File: config.mk
export PLATFORM = sky130hd
export DESIGN_NAME = crc_frame_receiver_flat
export DESIGN_NICKNAME = d
export VERILOG_FILES = /design/src/rtl/crc_frame_receiver_pkg.sv /design/src/rtl/crc_frame_receiver_if.sv /design/src/rtl/crc_frame_receiver_crc16.sv /design/src/rtl/crc_frame_receiver.sv /design/src/flat_wrapper.sv
export SDC_FILE = /design/constraint.sdc
export NUM_CORES = 1
export LEC_CHECK = 0
export CORE_AREA = 3 3 129 131
export CTS_CLUSTER_SIZE = 24
export DETAILED_ROUTE_END_ITERATION = 6
export DIE_AREA = 0 0 132 134
export HOLD_SLACK_MARGIN = 0.1
export PLACE_DENSITY = 0.68
export SYNTH_ARGS = -nofsm -noshare
export SYNTH_HDL_FRONTEND = slang
export SYNTH_SLANG_ARGS = --single-unit
File: constraint.sdc
create_clock -name clk -period 2 [get_ports clk]
set_input_delay 0.4 -clock clk [delete_from_list [all_inputs] [get_ports clk]]
set_output_delay 0.4 -clock clk [all_outputs]
set_load 0.03 [all_outputs]
File: src/rtl/crc_frame_receiver_pkg.sv
// Shared constants and state encoding for the RTS/CTS CRC frame link.
// Imported by the receiver, its serial CRC engine and the link interface.
package crc_frame_receiver_pkg;

  localparam int DATA_W  = 50;
  localparam int CRC_W   = 16;
  localparam int FRAME_W = DATA_W + CRC_W;
  localparam int CNT_W   = 8;
  localparam int IDX_W   = 7;

  localparam logic [CRC_W-1:0] CRC_POLY = 16'h8005;
  localparam logic [IDX_W-1:0] LAST_IDX = IDX_W'(FRAME_W - 1);

  typedef enum logic [1:0] {
    IDLE,
    CHECK,
    DONE
  } state_t;

endpackage

File: src/rtl/crc_frame_receiver_if.sv
// Handshake and frame bus between the CRC frame sender (master) and receiver (slave).
// The sender drives RTS and the frame; the receiver answers with CTS.
interface crc_frame_receiver_if;
  import crc_frame_receiver_pkg::*;

  logic               RTS;
  logic [0:FRAME_W-1] in;
  logic               CTS;

  modport master (
    output RTS,
    output in,
    input  CTS
  );

  modport slave (
    input  RTS,
    input  in,
    output CTS
  );

endinterface

File: src/rtl/crc_frame_receiver_crc16.sv
// Bit-serial CRC-16 engine (MSB first, init 0, no reflection, no final XOR).
// Shared by the sender-side generator and the receiver-side checker.
module crc16_serial
  import crc_frame_receiver_pkg::*;
#(
  parameter logic [CRC_W-1:0] POLY = CRC_POLY
) (
  input  logic             clk,
  input  logic             rst,
  input  logic             clr,
  input  logic             en,
  input  logic             bit_in,
  output logic [CRC_W-1:0] crc
);

  logic fb;

  assign fb = crc[CRC_W-1] ^ bit_in;

  // clr takes precedence over en so a new frame always starts from zero
  always_ff @(posedge clk) begin
    if (rst || clr) begin
      crc <= '0;
    end else if (en) begin
      crc <= {crc[CRC_W-2:0], 1'b0} ^ (fb ? POLY : '0);
    end
  end

endmodule

File: src/rtl/crc_frame_receiver.sv
// Receiving end of the RTS/CTS CRC frame link: captures a 66-bit frame on a
// falling RTS, checks it bit-serially and reports data with a pass/fail flag.
module crc_frame_receiver
  import crc_frame_receiver_pkg::*;
(
  input  logic                 clk,
  input  logic                 rst,
  crc_frame_receiver_if.slave  link,
  output logic [DATA_W-1:0]    data_out,
  output logic                 crc_ok,
  output logic                 frame_valid,
  output logic [CNT_W-1:0]     frame_cnt,
  output logic [CNT_W-1:0]     err_cnt
);

  state_t             state;
  state_t             next_state;
  logic               rts_q;
  logic               cts_q;
  logic [0:FRAME_W-1] frame_q;
  logic [IDX_W-1:0]   bit_idx;
  logic [CRC_W-1:0]   crc;
  logic               capture;
  logic               crc_clr;
  logic               crc_en;

  assign link.CTS = cts_q;

  crc16_serial #(
    .POLY (CRC_POLY)
  ) u_crc (
    .clk    (clk),
    .rst    (rst),
    .clr    (crc_clr),
    .en     (crc_en),
    .bit_in (frame_q[bit_idx]),
    .crc    (crc)
  );

  always_ff @(posedge clk) begin
    if (rst) begin
      state <= IDLE;
    end else begin
      state <= next_state;
    end
  end

  // A frame is marked by RTS falling while we are idle and already advertising CTS
  always_comb begin
    next_state = state;
    capture    = 1'b0;
    crc_clr    = 1'b0;
    crc_en     = 1'b0;
    case (state)
      IDLE: begin
        if (cts_q && rts_q && !link.RTS) begin
          capture    = 1'b1;
          crc_clr    = 1'b1;
          next_state = CHECK;
        end
      end
      CHECK: begin
        crc_en = 1'b1;
        if (bit_idx == LAST_IDX) begin
          next_state = DONE;
        end
      end
      DONE: begin
        next_state = IDLE;
      end
      default: begin
        next_state = IDLE;
      end
    endcase
  end

  // CTS is registered from next_state so it rises on the edge that leaves DONE
  always_ff @(posedge clk) begin
    if (rst) begin
      rts_q       <= 1'b0;
      cts_q       <= 1'b0;
      frame_q     <= '0;
      bit_idx     <= '0;
      data_out    <= '0;
      crc_ok      <= 1'b0;
      frame_valid <= 1'b0;
      frame_cnt   <= '0;
      err_cnt     <= '0;
    end else begin
      rts_q       <= link.RTS;
      cts_q       <= (next_state == IDLE);
      frame_valid <= 1'b0;
      if (capture) begin
        frame_q <= link.in;
        bit_idx <= '0;
      end else if (crc_en) begin
        bit_idx <= bit_idx + 1'b1;
      end
      if (state == DONE) begin
        frame_valid <= 1'b1;
        crc_ok      <= (crc == '0);
        data_out    <= frame_q[0:DATA_W-1];
        frame_cnt   <= frame_cnt + 1'b1;
        if (crc != '0) begin
          err_cnt <= err_cnt + 1'b1;
        end
      end
    end
  end

endmodule

File: src/flat_wrapper.sv
// flat-port wrapper written by rule: the top's interface ports become plain ports
module crc_frame_receiver_flat import crc_frame_receiver_pkg::*;
  (clk, rst, data_out, crc_ok, frame_valid, frame_cnt, err_cnt, link_RTS, link_in, link_CTS);
  crc_frame_receiver_if link_i ();
  input  logic clk;
  input  logic rst;
  output logic [DATA_W-1:0] data_out;
  output logic crc_ok;
  output logic frame_valid;
  output logic [CNT_W-1:0] frame_cnt;
  output logic [CNT_W-1:0] err_cnt;
  input wire logic [$bits(link_i.RTS)-1:0] link_RTS;
  input wire logic [$bits(link_i.in)-1:0] link_in;
  output wire logic [$bits(link_i.CTS)-1:0] link_CTS;
  assign link_i.RTS = link_RTS;
  assign link_i.in = link_in;
  assign link_CTS = link_i.CTS;
  crc_frame_receiver u_core (.clk(clk), .rst(rst), .link(link_i), .data_out(data_out), .crc_ok(crc_ok), .frame_valid(frame_valid), .frame_cnt(frame_cnt), .err_cnt(err_cnt));
endmodule
==> impl_results.md <==
* Yosys warns at 0
* Mux share of post-synthesis cell area at 6.434%
* Final Hold Viols at 0
* GR Overflow Total at 0
* RePlAce Congestion at 0.8743
* Pint at 5847 uW
* Longest Clk Path Bufs at 2
* Pre-CTS setup slack at -0.1170 ns
* Clk_lat worst skew at 0.42 ns
* Prevailing post-synth register cell: dfxtp_1
* Sw Share at 20.24%
* Total GRT Usage at 18.44%
* Design Area, Final at 8762 um2
* Startpoint Class: register
* Initial detailed-routing violation count at 383
* Status: finished, violations left
* Final period util at 106.0%
* Vias in the first global route at 5216
* Initial Utilization at 39.73%
* Placement Cell Area at 8029 um2
* Worst IR Drop VDD at 0.7319 mV
* NetSw at 1484 uW
* Sequential power share at 44.5%
* Pre-antenna DRT Iters at 5
* Failing checks: negative setup slack
* Hpwl dp at 10930 um
* IO Port Bufs at 137
* Via/cell ratio at 4.951
* # rows at 46
* Placed cell count at 1060
* H-Tree Depth at 4
* Met2 usage at 30.59%
* Netlist cell types at 42
* Fmax at 471.7 MHz
* Setup bufs post-CTS at 0
* Seq cells post-synth at 161
* Syn nets at 805
* Met1 usage at 23.45%
* Clock share of power at 50.8%
* Setup ws final at -0.1201 ns
* Total die area at 17690 um2
* Worst-Margin Slew at 0.6092 ns
* Share of post-route cells with drive strength above 1 at 10.50%
* Pin count of the biggest net entering global routing at 65
* Hold Path Class: primary input to register
* R2R depth at 9
* Compound-cell area share of the yosys netlist at 13.65%
* Largest family of logic cells by synthesized area: simple AND/OR/NAND/NOR gates
* Flop-to-flop setup slack at -0.12 ns
* Synth Area in Adders at 0.8018%
* Simple-gate share of the synthesized area at 20.87%
* CTS tree: done
* CTS Sinks at 161
* Fin nets at 936
* Fill count at 1424
* Relative max-transition margin at 59.39%
* Drt wl/cell at 14.80 um
* Final Non-Filler Cells at 1092
* Clk_skew at 0.01030 ns
* Register area share after synthesis at 51.63%
* Ys async rst share at 0%
* Avg Cell Area, Syn at 8.528 um2
* Commonest non-fill, non-tap cells in the layout: nand2_1, dfxtp_1, clkdlybuf4s50_1, a21oi_1, nor2_1
* RSZ-0062 raised after global routing: true
* Final ANT Viol Nets at 0
* Root Buffer: clkbuf_16
* Seq. cell area at 3227 um2
* RR Startpoint: u_core.bit_idx[0]$_SDFFE_PP0N_
* Die X at 132 um
* LEAKAGE at 0.002984 uW
* # IOs at 138
* Setup_tns at -0.3154 ns
* Remaining DRCs at 0
* Post-synth EDFFs at 0
* Most common cell after layout, fill and taps aside: nand2_1
* XOR/XNOR Fraction of Synth Area at 2.926%
* Layout area overhead at 40.37%
* CTS buffer count at 17
* Core area at 15710 um2
* # diodes at 0
* Slew Viols, Final at 0
* Cell count after synthesis at 732
* Power Density at 836.7 nW/um2
* Setup crit start: u_core.bit_idx[0]$_SDFFE_PP0N_
* GR Layer Usage met3 at 5.439%
* CP Data Required Time at 2.30 ns
* First-pass GRT wire length at 26480 um
* Hold Path Stages at 2
* Final setup vio count at 3
* Worst reg2reg path endpoint: u_core.u_crc.crc[15]$_SDFFE_PP0N_
* Crit path max fanout at 6
* Hold path endpoint: u_core.frame_cnt[2]$_SDFFE_PP0P_
* Pwr Total at 7331 uW
* Hold Startpoint: rst
* Cell Area, Synth at 6242 um2
* Max-Cap Viols at 0
* Via count at 5406
* Part of the power in combinational logic at 4.6%
* Critical path class: register to register
* Multi-input logic area at 2836 um2
* Post-Route WL at 16160 um
* Die H at 134 um
* Worst Path Arrival at 2.42 ns
* CTS clk-pin slew, worst paths at 0.06 ns
* Min Tclk post-route at 2.120 ns
* Initial antenna violation count at 0
* Layer with the highest usage: met2
* Worst setup EP type: register
## state kept, by name, summed over array words and instances (netlist names)
signal              cells
u_core.data_out        50
u_core.rts_q            1
u_core.frame_q         66
u_core.err_cnt          8
u_core.link.CTS         1
u_core.frame_cnt        8
u_core.u_crc.crc       16
u_core.bit_idx          7
u_core.crc_ok           1
u_core.frame_valid      1
u_core.state            2
## how the worst max path moves through the flow
stage                                         to  slack [ns]  depth (start not counted)
4_1_cts        u_core.u_crc.crc[15]$_SDFFE_PP0N_       -0.11                          9
5_1_grt         u_core.u_crc.crc[2]$_SDFFE_PP0N_       -0.23                          9
3_5_place_dp   u_core.u_crc.crc[15]$_SDFFE_PP0N_       -0.12                          9
3_3_place_gp    u_core.u_crc.crc[2]$_SDFFE_PP0N_       -0.09                          9
2_1_floorplan   u_core.u_crc.crc[2]$_SDFFE_PP0N_       0.008                          9
6_report       u_core.u_crc.crc[15]$_SDFFE_PP0N_       -0.12                          9
## critical path: stages, from the launching register on
cell	delay, ns
dfxtp_2	0.36
buf_12	0.12
mux4_2	0.52
a221oi_2	0.27
nand3_1	0.12
a21oi_2	0.14
o21ai_2	0.10
xnor2_2	0.16
a21oi_2	0.14
o22ai_1	0.08
## synth_stat cells (8+ instances only)
cell      number  area (um2)
nand2_1      248       930.9
dfxtp_1      161        3223
a21oi_1      121       605.6
clkbuf_1      44       165.2
nor2_1        23       86.33
a22o_1        14       122.6
xor2_1        10       87.58
mux4_2         9       202.7
nand3_1        9       45.04
xnor2_1        9       78.83
nand4_1        8       50.05
## power groups by stage
stage / sequential (uW) / clock [uW] / combinational [uW]
5_1_grt: 3270 / 3910 / 368
3_5_place_dp: 3340 / 0 / 338
6_report: 3270 / 3730 / 340
2_1_floorplan: 3330 / 0 / 135
4_1_cts: 3270 / 3780 / 341
3_3_place_gp: 3340 / 0 / 336
## cell families (layout without fill, tap and decap cells)
group,count (synthesis),after routing
flops,161,161
compound gates,152,152
fa+ha+maj,4,4
mux,19,19
simple gates,319,319
buf+inv,57,201
xor+xnor,20,20
## per-layer routing
metal | wire (um) | share of wire, %
met3 | 852 | 5.3
met1 | 7234 | 45
met5 | 0 | 0
met4 | 217 | 1.3
met2 | 7858 | 49
## repair_timing
item,in CTS,in global routing
hold buffers,0,0
cloned,0,0
endpoints found under the setup margin,3,8
pin swaps,1,8
resized for setup,2,10
## layout make-up
class                           instances  area share [%]
Sequential cell                       161           36.83
Multi-Input combinational cell        514           32.37
Timing Repair Buffer                  166           19.75
Clock buffer                           20           5.212
Tap cell                              216           3.084
Clock inverter                         12           2.627
Inverter                                3          0.1285
## metrics by stage
stage | hold WS (ns) | utilization (%)
after detailed placement | 0.4470 | 51.10
after global routing | 0.3864 | 55.77
after floorplan | 0.4329 | -
after global placement | 0.4427 | 51.10
after CTS | 0.3743 | 55.51
final | 0.3878 | 55.77
(Power assumes the default switching activity.)
